File: src/rtl/cordic_pkg.sv
// cordic_pkg: shared constants, atan table and FSM states for the CORDIC vectoring block
`timescale 1ns/1ps
package cordic_pkg;
    localparam logic signed [15:0] GAIN    = 16'sh26DD;
    localparam logic signed [15:0] PI_HALF = 16'sh3244;
    localparam logic signed [15:0] PI      = 16'sh6488;
    localparam logic signed [15:0] ATAN_TAB [14] = '{
        16'sh1922, 16'sh0ED6, 16'sh07D7, 16'sh03FB, 16'sh01FF, 16'sh0100, 16'sh0080,
        16'sh0040, 16'sh0020, 16'sh0010, 16'sh0008, 16'sh0004, 16'sh0002, 16'sh0001
    };
    typedef enum logic [2:0] {S_IDLE, S_PRE, S_ITER, S_SCALE, S_OUT} state_t;
    function automatic logic signed [15:0] atan_lut(input logic [3:0] i);
        return (i < 4'd14) ? ATAN_TAB[i] : 16'sd0;
    endfunction
endpackage

File: src/rtl/cordic_vec_stage.sv
// cordic_vec_stage: one combinational vectoring micro-rotation
// ports: x,y (Q4.14), z (Q3.13), i (shift index) -> x_nxt, y_nxt, z_nxt
`timescale 1ns/1ps
module cordic_vec_stage
    import cordic_pkg::*;
(
    input  logic signed [17:0] x,
    input  logic signed [17:0] y,
    input  logic signed [15:0] z,
    input  logic        [3:0]  i,
    output logic signed [17:0] x_nxt,
    output logic signed [17:0] y_nxt,
    output logic signed [15:0] z_nxt
);
    logic signed [17:0] x_sh, y_sh;
    logic signed [15:0] a;
    logic               up;
    assign x_sh  = x >>> i;
    assign y_sh  = y >>> i;
    assign a     = atan_lut(i);
    assign up    = ~y[17];
    assign x_nxt = up ? x + y_sh : x - y_sh;
    assign y_nxt = up ? y - x_sh : y + x_sh;
    assign z_nxt = up ? z + a : z - a;
endmodule

File: src/rtl/cordic_vectoring.sv
// cordic_vectoring: iterative CORDIC converting (x,y) Q2.14 to magnitude/phase Q3.13
// ports: clk, rst (async, active-low), start, x_in, y_in -> busy, done, magnitude, phase
`timescale 1ns/1ps
module cordic_vectoring
    import cordic_pkg::*;
#(
    parameter int ITER = 12
) (
    input  logic        clk,
    input  logic        rst,
    input  logic        start,
    input  logic [15:0] x_in,
    input  logic [15:0] y_in,
    output logic        busy,
    output logic        done,
    output logic [15:0] magnitude,
    output logic [15:0] phase
);
    state_t             state, state_nxt;
    logic        [3:0]  cnt;
    logic signed [17:0] x, y, x_nxt, y_nxt;
    logic signed [15:0] z, z_nxt;
    logic signed [33:0] prod;
    logic        [15:0] scaled;
    logic               zero;

    cordic_vec_stage u_stage (
        .x     (x),
        .y     (y),
        .z     (z),
        .i     (cnt),
        .x_nxt (x_nxt),
        .y_nxt (y_nxt),
        .z_nxt (z_nxt)
    );

    assign prod = (34'(x) * 34'(GAIN)) >>> 15;

    // done is high during the first IDLE cycle, so a start there is dropped
    always_comb begin
        state_nxt = state;
        unique case (state)
            S_IDLE:  state_nxt = (start && !done) ? S_PRE : S_IDLE;
            S_PRE:   state_nxt = S_ITER;
            S_ITER:  state_nxt = (cnt == 4'(ITER - 1)) ? S_SCALE : S_ITER;
            S_SCALE: state_nxt = S_OUT;
            S_OUT:   state_nxt = S_IDLE;
            default: state_nxt = S_IDLE;
        endcase
    end

    always_ff @(posedge clk or negedge rst) begin
        if (!rst) begin
            state     <= S_IDLE;
            cnt       <= '0;
            x         <= '0;
            y         <= '0;
            z         <= '0;
            zero      <= 1'b0;
            scaled    <= '0;
            busy      <= 1'b0;
            done      <= 1'b0;
            magnitude <= '0;
            phase     <= '0;
        end else begin
            state <= state_nxt;
            done  <= state == S_OUT;
            unique case (state)
                S_IDLE: begin
                    if (start && !done) begin
                        x    <= {{2{x_in[15]}}, x_in};
                        y    <= {{2{y_in[15]}}, y_in};
                        busy <= 1'b1;
                    end
                end
                S_PRE: begin
                    // fold into the right half-plane so the iterations converge
                    x    <= !x[17] ? x : (!y[17] ? y : -y);
                    y    <= !x[17] ? y : (!y[17] ? -x : x);
                    z    <= !x[17] ? 16'sd0 : (!y[17] ? PI_HALF : -PI_HALF);
                    zero <= x == 18'sd0 && y == 18'sd0;
                    cnt  <= '0;
                end
                S_ITER: begin
                    x   <= x_nxt;
                    y   <= y_nxt;
                    z   <= z_nxt;
                    cnt <= cnt + 4'd1;
                end
                S_SCALE: scaled <= (|prod[33:15]) ? 16'h7FFF : prod[15:0];
                S_OUT: begin
                    magnitude <= scaled;
                    // a zero vector would otherwise leave the accumulated atan sum in z
                    phase     <= zero ? 16'h0000 : z;
                    busy      <= 1'b0;
                end
                default: ;
            endcase
        end
    end
endmodule
File: config.mk
export PLATFORM = sky130hd
export DESIGN_NAME = cordic_vectoring
export DESIGN_NICKNAME = d
export VERILOG_FILES = /design/src/rtl/cordic_pkg.sv /design/src/rtl/cordic_vec_stage.sv /design/src/rtl/cordic_vectoring.sv
export SDC_FILE = /design/constraint.sdc
export NUM_CORES = 1
export LEC_CHECK = 0
export BUFFER_PORTS_ARGS = -buffer_cell sky130_fd_sc_hd__buf_2
export CORE_AREA = 3 3 162 164
export CTS_BUF_LIST = sky130_fd_sc_hd__clkbuf_16
export CTS_CLUSTER_SIZE = 14
export DETAILED_ROUTE_END_ITERATION = 10
export DIE_AREA = 0 0 165 167
export PLACE_DENSITY = 0.78
export RECOVER_POWER = 50
export SYNTH_ARGS = -nofsm -noshare
export SYNTH_HDL_FRONTEND = slang
export SYNTH_SLANG_ARGS = --single-unit
File: constraint.sdc
create_clock -name clk -period 10.5 [get_ports clk]
set_input_delay 0 -clock clk [delete_from_list [all_inputs] [get_ports clk]]
set_output_delay 0 -clock clk [all_outputs]
set_load 0.01 [all_outputs]
### Yosys cells after proc, flatten, opt, wreduce, memory -nomap -nowiden

Memory sizes are Yosys's and may differ from the RTL's.
Index checks and enable logic that the tools add are counted.

| storage, ports and cells | value |
|---|---|
| bits of input ports | 35 |
| memory bits (read-only) | 256 |
| register bits | 110 |
| memories | 1 |
| logic and storage cells | 73 |
| output and inout bits | 34 |

Memories:

| name | words | bits a word | rd ports | clocked after memory_dff | write ports | RTL line | source |
|---|---|---|---|---|---|---|---|
| (no name shown) | 16 | 16 | 1 | 0 | 0 | cordic_pkg.sv:13 | `return (i < 4'd14) ? ATAN_TAB[i] : 16'sd0;` |

| cells by class | value |
|---|---|
| equality and inequality tests | 7 |
| $add $sub $neg | 9 |
| $lt $le $gt $ge | 2 |
| mux-type cells | 25 |
| shift-type cells | 2 |
| bitwise logic cells | 1 |
| $mul | 1 |
| reduce and logical (&&, ||, !) cells | 13 |

Operators with widths:

| cell | count |
|---|---|
| 18-bit 2-to-1 mux | 8 |
| 16-bit 2-to-1 mux | 8 |
| 18-bit case mux with 3 select lines | 2 |
| 18-bit adder | 2 |
| 18-bit zero test | 2 |
| 18-bit negation | 2 |
| 18-bit by 4-bit >>> shifter with 18-bit output | 2 |
| 18-bit subtractor | 2 |
| 18-bit by 15-bit multiplier with 33-bit output, second input constant | 1 |
| 16-bit case mux with 2 select lines | 1 |
| 16-bit adder | 1 |
| 16-bit subtractor | 1 |
| 3-bit case mux with 4 select lines | 1 |
| 4-bit case mux with 2 select lines | 1 |
| 3-bit by 2-bit == test with 1-bit output, second input constant | 2 |
| 5-bit greater-or-equal comparator, second input constant | 1 |
| 4-bit inverter with 5-bit output | 1 |
| 4-bit by 1-bit adder with 4-bit output, second input constant | 1 |
| 4-bit == test, second input constant | 1 |
| 4-bit less-than comparator, second input constant | 1 |
| 2-bit inequality test, second input constant | 2 |
| 2-bit AND reduction | 2 |
| 2-bit nonzero test | 2 |
| 4-bit OR reduction | 1 |
| other kinds (9) | 12 |

### Depth between registers and ports, before layout

| depth | value |
|---|---|
| depth in word-level cells | 8 |
| mapped depth | 25 |
| depth with buffers taken out | 22 |

### By module

A second synthesis with hierarchy kept.

| second synthesis, totals | value |
|---|---|
| cells, all modules | 1859 |
| area, all modules | 16340.7 sq um |

By module, submodules not included:

| module | times used | area each (sq um) | cells an instance | sequential area each (sq um) |
|---|---|---|---|---|
| cordic_vectoring | 1 | 11070.6 | 1168 | 2752.6 |
| cordic_vec_stage | 1 | 5270.1 | 691 | 0.0 |

### Least setup slack after synthesis

Ideal clock, no wire load.

| path | value |
|---|---|
| kind | flip-flop to flip-flop |
| from | register x[17] |
| to | register scaled[12] |
| path slack | 3115 ps |
| clock period less this slack | 7385 ps |
| buffers on the path | 2 |
| cell stages (with the launch flop) | 24 |
| data required time | 10379 ps |
| arrival | 7264 ps |
| library setup time | 121 ps |
| path through | dfrtp_1 -> clkbuf_1 -> clkinv_1 -> ha_1 -> inv_1 -> fa_1 -> inv_1 -> fa_1 -> fa_1 -> fa_1 -> inv_1 -> fa_1 -> inv_1 -> ha_1 -> and4_1 -> a211oi_2 -> o2111ai_1 -> a31oi_2 -> o21ai_1 -> and2_1 -> or4_1 -> a211o_1 -> buf_2 -> o22a_1 |

| between the ends | value |
|---|---|
| longest elaborated chain between the ends | 3 |

Ends and longest elaborated chain:

| what | RTL line | source |
|---|---|---|
| from (decl) | cordic_vectoring.sv:21 | `logic signed [17:0] x, y, x_nxt, y_nxt;` |
| from (signal assigned) | cordic_vectoring.sv:71 | `x <= {{2{x_in[15]}}, x_in};` |
| from (signal assigned) | cordic_vectoring.sv:78 | `x <= !x[17] ? x : (!y[17] ? y : -y);` |
| from (signal assigned) | cordic_vectoring.sv:85 | `x <= x_nxt;` |
| 18-bit by 15-bit multiplier with 33-bit output * | cordic_vectoring.sv:37 | `assign prod = (34'(x) * 34'(GAIN)) >>> 15;` |
| 4-bit OR reduction | cordic_vectoring.sv:90 | `S_SCALE: scaled <= (\|prod[33:15]) ? 16'h7FFF : prod[15:0];` |
| 16-bit 2-to-1 mux * | cordic_vectoring.sv:90 |  |
| to (signal assigned) | cordic_vectoring.sv:90 |  |
| to (decl) | cordic_vectoring.sv:24 | `logic [15:0] scaled;` |

Every way passes the cells marked *; elsewhere a longest branch is shown, timed or not.
A chain may end at the register's enable or synchronous reset.

### Worst setup path in the final report

| path | value |
|---|---|
| from | register x[16] |
| to | register scaled[5] |

The elaborated chain is that of the path after synthesis.

==> flow_summary.json <==
{
  "drt_pass1_iterations": 6,
  "cp_top_family": "adder cells",
  "crit_path_top_delay_cell": "dfrtp_1",
  "yosys.area.top_type_share_pct": 17.1,
  "yosys-top-cells-count": "inv_1 (283), ha_1 (186), nand2_1 (143)",
  "gp_congestion": 0.967,
  "vias": 13600,
  "die_w_um": 165,
  "reg2reg_from": "x[16]",
  "die_y_um": 167,
  "crit_type": "reg2reg",
  "async_reset_ff_share_pct": 100,
  "place_area_um2": 16500,
  "synth_nets": 2157,
  "crit_fanout": 16,
  "rows": 58,
  "drive_above_1_share_pct": 8.09,
  "cp_num_buf_inv": 5,
  "multi_input_area_um2": 11800,
  "ctsResizeCount": 0,
  "antenna_found_initial": 0,
  "slew_headroom_pct": -114,
  "fin_nets": 2179,
  "synth.largest_area_cell": "dfrtp_1",
  "hold_viol": 0,
  "dp_hpwl_um": 33400,
  "cts_made_buffers": 9,
  "critPathLaunchType": "flop",
  "grt_pass1_wl_um": 72300,
  "yosysMostFrequentCell": "inv_1",
  "drtIter0Drc": 1262,
  "yosys-top-cells-area": "dfrtp_1 (17%), fa_1 (15%), ha_1 (14%)",
  "portBuffers": 68,
  "clk_latency_ns": 0.38,
  "worst_slew_pin_slew_ns": 3.21,
  "hp-class": "in2reg",
  "netlist_area_um2": 16100,
  "yosys_warnings": 0,
  "avgSynthCellArea_um2": 8.85,
  "setup_tns_ns": 0,
  "core_area_um2": 25000,
  "grt_max_degree": 68,
  "synth_seq_area_share_pct": 17.1,
  "cp-end-kind": "flop",
  "rsz0062_at_grt": "false",
  "io_pins": 69,
  "synth_cell_types": 88,
  "htreeDepth": 3,
  "cts_buffer_depth": 2,
  "crit_chain": "inv_1, ha_1, inv_1, fa_1, inv_1, fa_1, fa_1, fa_1, inv_1, fa_1, inv_1, ha_1, and4_1, a211oi_2, o2111ai_1, a31oi_2, o21ai_1, and2_1, or4_1, a211o_1, o22a_1",
  "period_needed_ns": 7.16,
  "reg2reg_to": "scaled[5]",
  "crit_path_max_incr_delay_ns": 0.75,
  "hold_path_end": "y[12]",
  "drc": 0,
  "wirelength_um": 43800,
  "finalNonFillerCells": 2172,
  "tritoncts": "yes",
  "min-delay-start": "y_in[12]",
  "clk_pin_slew_ns": 0.10,
  "layout.area.seq_um2": 2760,
  "hold_depth": 3,
  "violations": "capacitance limit, slew limit",
  "area_growth_pct": 5.72,
  "grt-ovfl-total": 0,
  "finalClockSkew_ns": 0.0191,
  "dieArea_um2": 27600,
  "via_per_inst": 6.24,
  "period_share_pct": 68.2,
  "syn_inst": 1815,
  "place_inst": 2135,
  "diodes": 0,
  "post_cts_buffers": 0,
  "synth_edf_count": 0,
  "ant_nets": 0,
  "outcome": "finished with violations",
  "setup_viol": 0,
  "drv_cap": 2,
  "ys_ff_latch": 110,
  "crit_arrival_ns": 7.44,
  "rrSetupSlack_ns": 3.34,
  "clock-sinks": 110,
  "grt_usage_pct": 33.1,
  "fillCellCount": 2080,
  "required_ns": 10.77,
  "final_max_slew_viol_count": 113,
  "fmax_mhz": 140,
  "clockRootBuffer": "clkbuf_16",
  "ff2ff_path_depth": 21,
  "grt_pass1_vias": 13800,
  "start_util_pct": 64.2,
  "routedWlPerCell_um": 20.2,
  "fin_area_um2": 17000,
  "ys.flop_type": "dfrtp_1"
}
-- stage by stage --
| step | setup WS (ns) | util [%] | hold WS, ns |
|---|---|---|---|
| floorplan | 3.12 | - | -0.296 |
| global placement | 3.58 | 66.0 | 0.0839 |
| detailed placement | 3.40 | 66.0 | 0.103 |
| CTS | 3.36 | 68.1 | 0.0158 |
| global route | 2.98 | 67.9 | 0.0283 |
| finish | 3.34 | 67.9 | 0.0353 |
-- tightest hold or removal path, cell delays in order --
cell and delay [ns]:
buf_2 0.12, a222oi_1 0.09, o21ai_0 0.16
-- layer usage --
metal	part of all wire (%)	GRT usage, %
met4	3.8	11.7
met3	8.0	5.20
met1	41	45.5
met5	0	0
met2	47	53.0
-- area by class of cell --
class                           count  share of cell area (%)
Clock buffer                        9                    1.33
Clock inverter                      7                   0.493
Inverter                          288                    6.36
Multi-Input combinational cell   1327                    69.7
Sequential cell                   110                    16.2
Tap cell                          330                    2.43
Timing Repair Buffer              101                    3.49
-- flip-flops by register name, indices dropped and copies added (netlist names) --
signal / cells
cnt: 4
magnitude: 16
z: 16
x: 18
done: 1
scaled: 16
zero: 1
y: 18
busy: 1
state: 3
phase: 16
-- cells in the final DEF (no fill, tap or decap), drive strengths merged, types with 8 or more instances in the layout --
| cell type | count |
|---|---|
| ha | 186 |
| nor2b | 16 |
| a222oi | 20 |
| o21bai | 8 |
| a211oi | 9 |
| o21a | 11 |
| o211ai | 11 |
| nor2 | 105 |
| mux2i | 27 |
| o22ai | 13 |
| a21oi | 110 |
| xor2 | 36 |
| buf | 44 |
| a31oi | 25 |
| xnor2 | 87 |
| mux4 | 36 |
| fa | 121 |
| a21o | 14 |
| a221oi | 9 |
| nand2b | 26 |
| o22a | 16 |
| inv | 290 |
| o31ai | 12 |
| o21ai | 112 |
| nor3 | 12 |
| dlygate4sd3 | 21 |
| mux2 | 29 |
| and3 | 13 |
| nand2 | 143 |
| nand4 | 11 |
| and2 | 17 |
| clkbuf | 45 |
| dfrtp | 110 |
| nand3 | 14 |
-- cell families after synthesis --
kind of cell	synth area share, %
AO/OA/AOI/OAI	16.9
XOR/XNOR	6.75
adder cells (fa/ha/maj)	29.6
buffers and inverters	9.29
flip-flops	17.1
multiplexers	8.83
AND/OR/NAND/NOR	11.6
-- worst max path at each step --
stage | startpoint | to | cells past startpoint
final | x[16] | scaled[5] | 21
after global routing | x[16] | scaled[3] | 21
after CTS | x[16] | scaled[5] | 21
after detailed placement | x[16] | scaled[5] | 21
after global placement | x[16] | scaled[5] | 21
after floorplan | x[17] | scaled[12] | 23
-- repair_timing --
item,CTS,global route
hold buffers,21,0
hold endpoints to repair,70,0
endpoints found under the setup margin,0,0
Power is not shown: default switching activity piles up to over one toggle a cycle in this logic, so the estimate is an artifact.
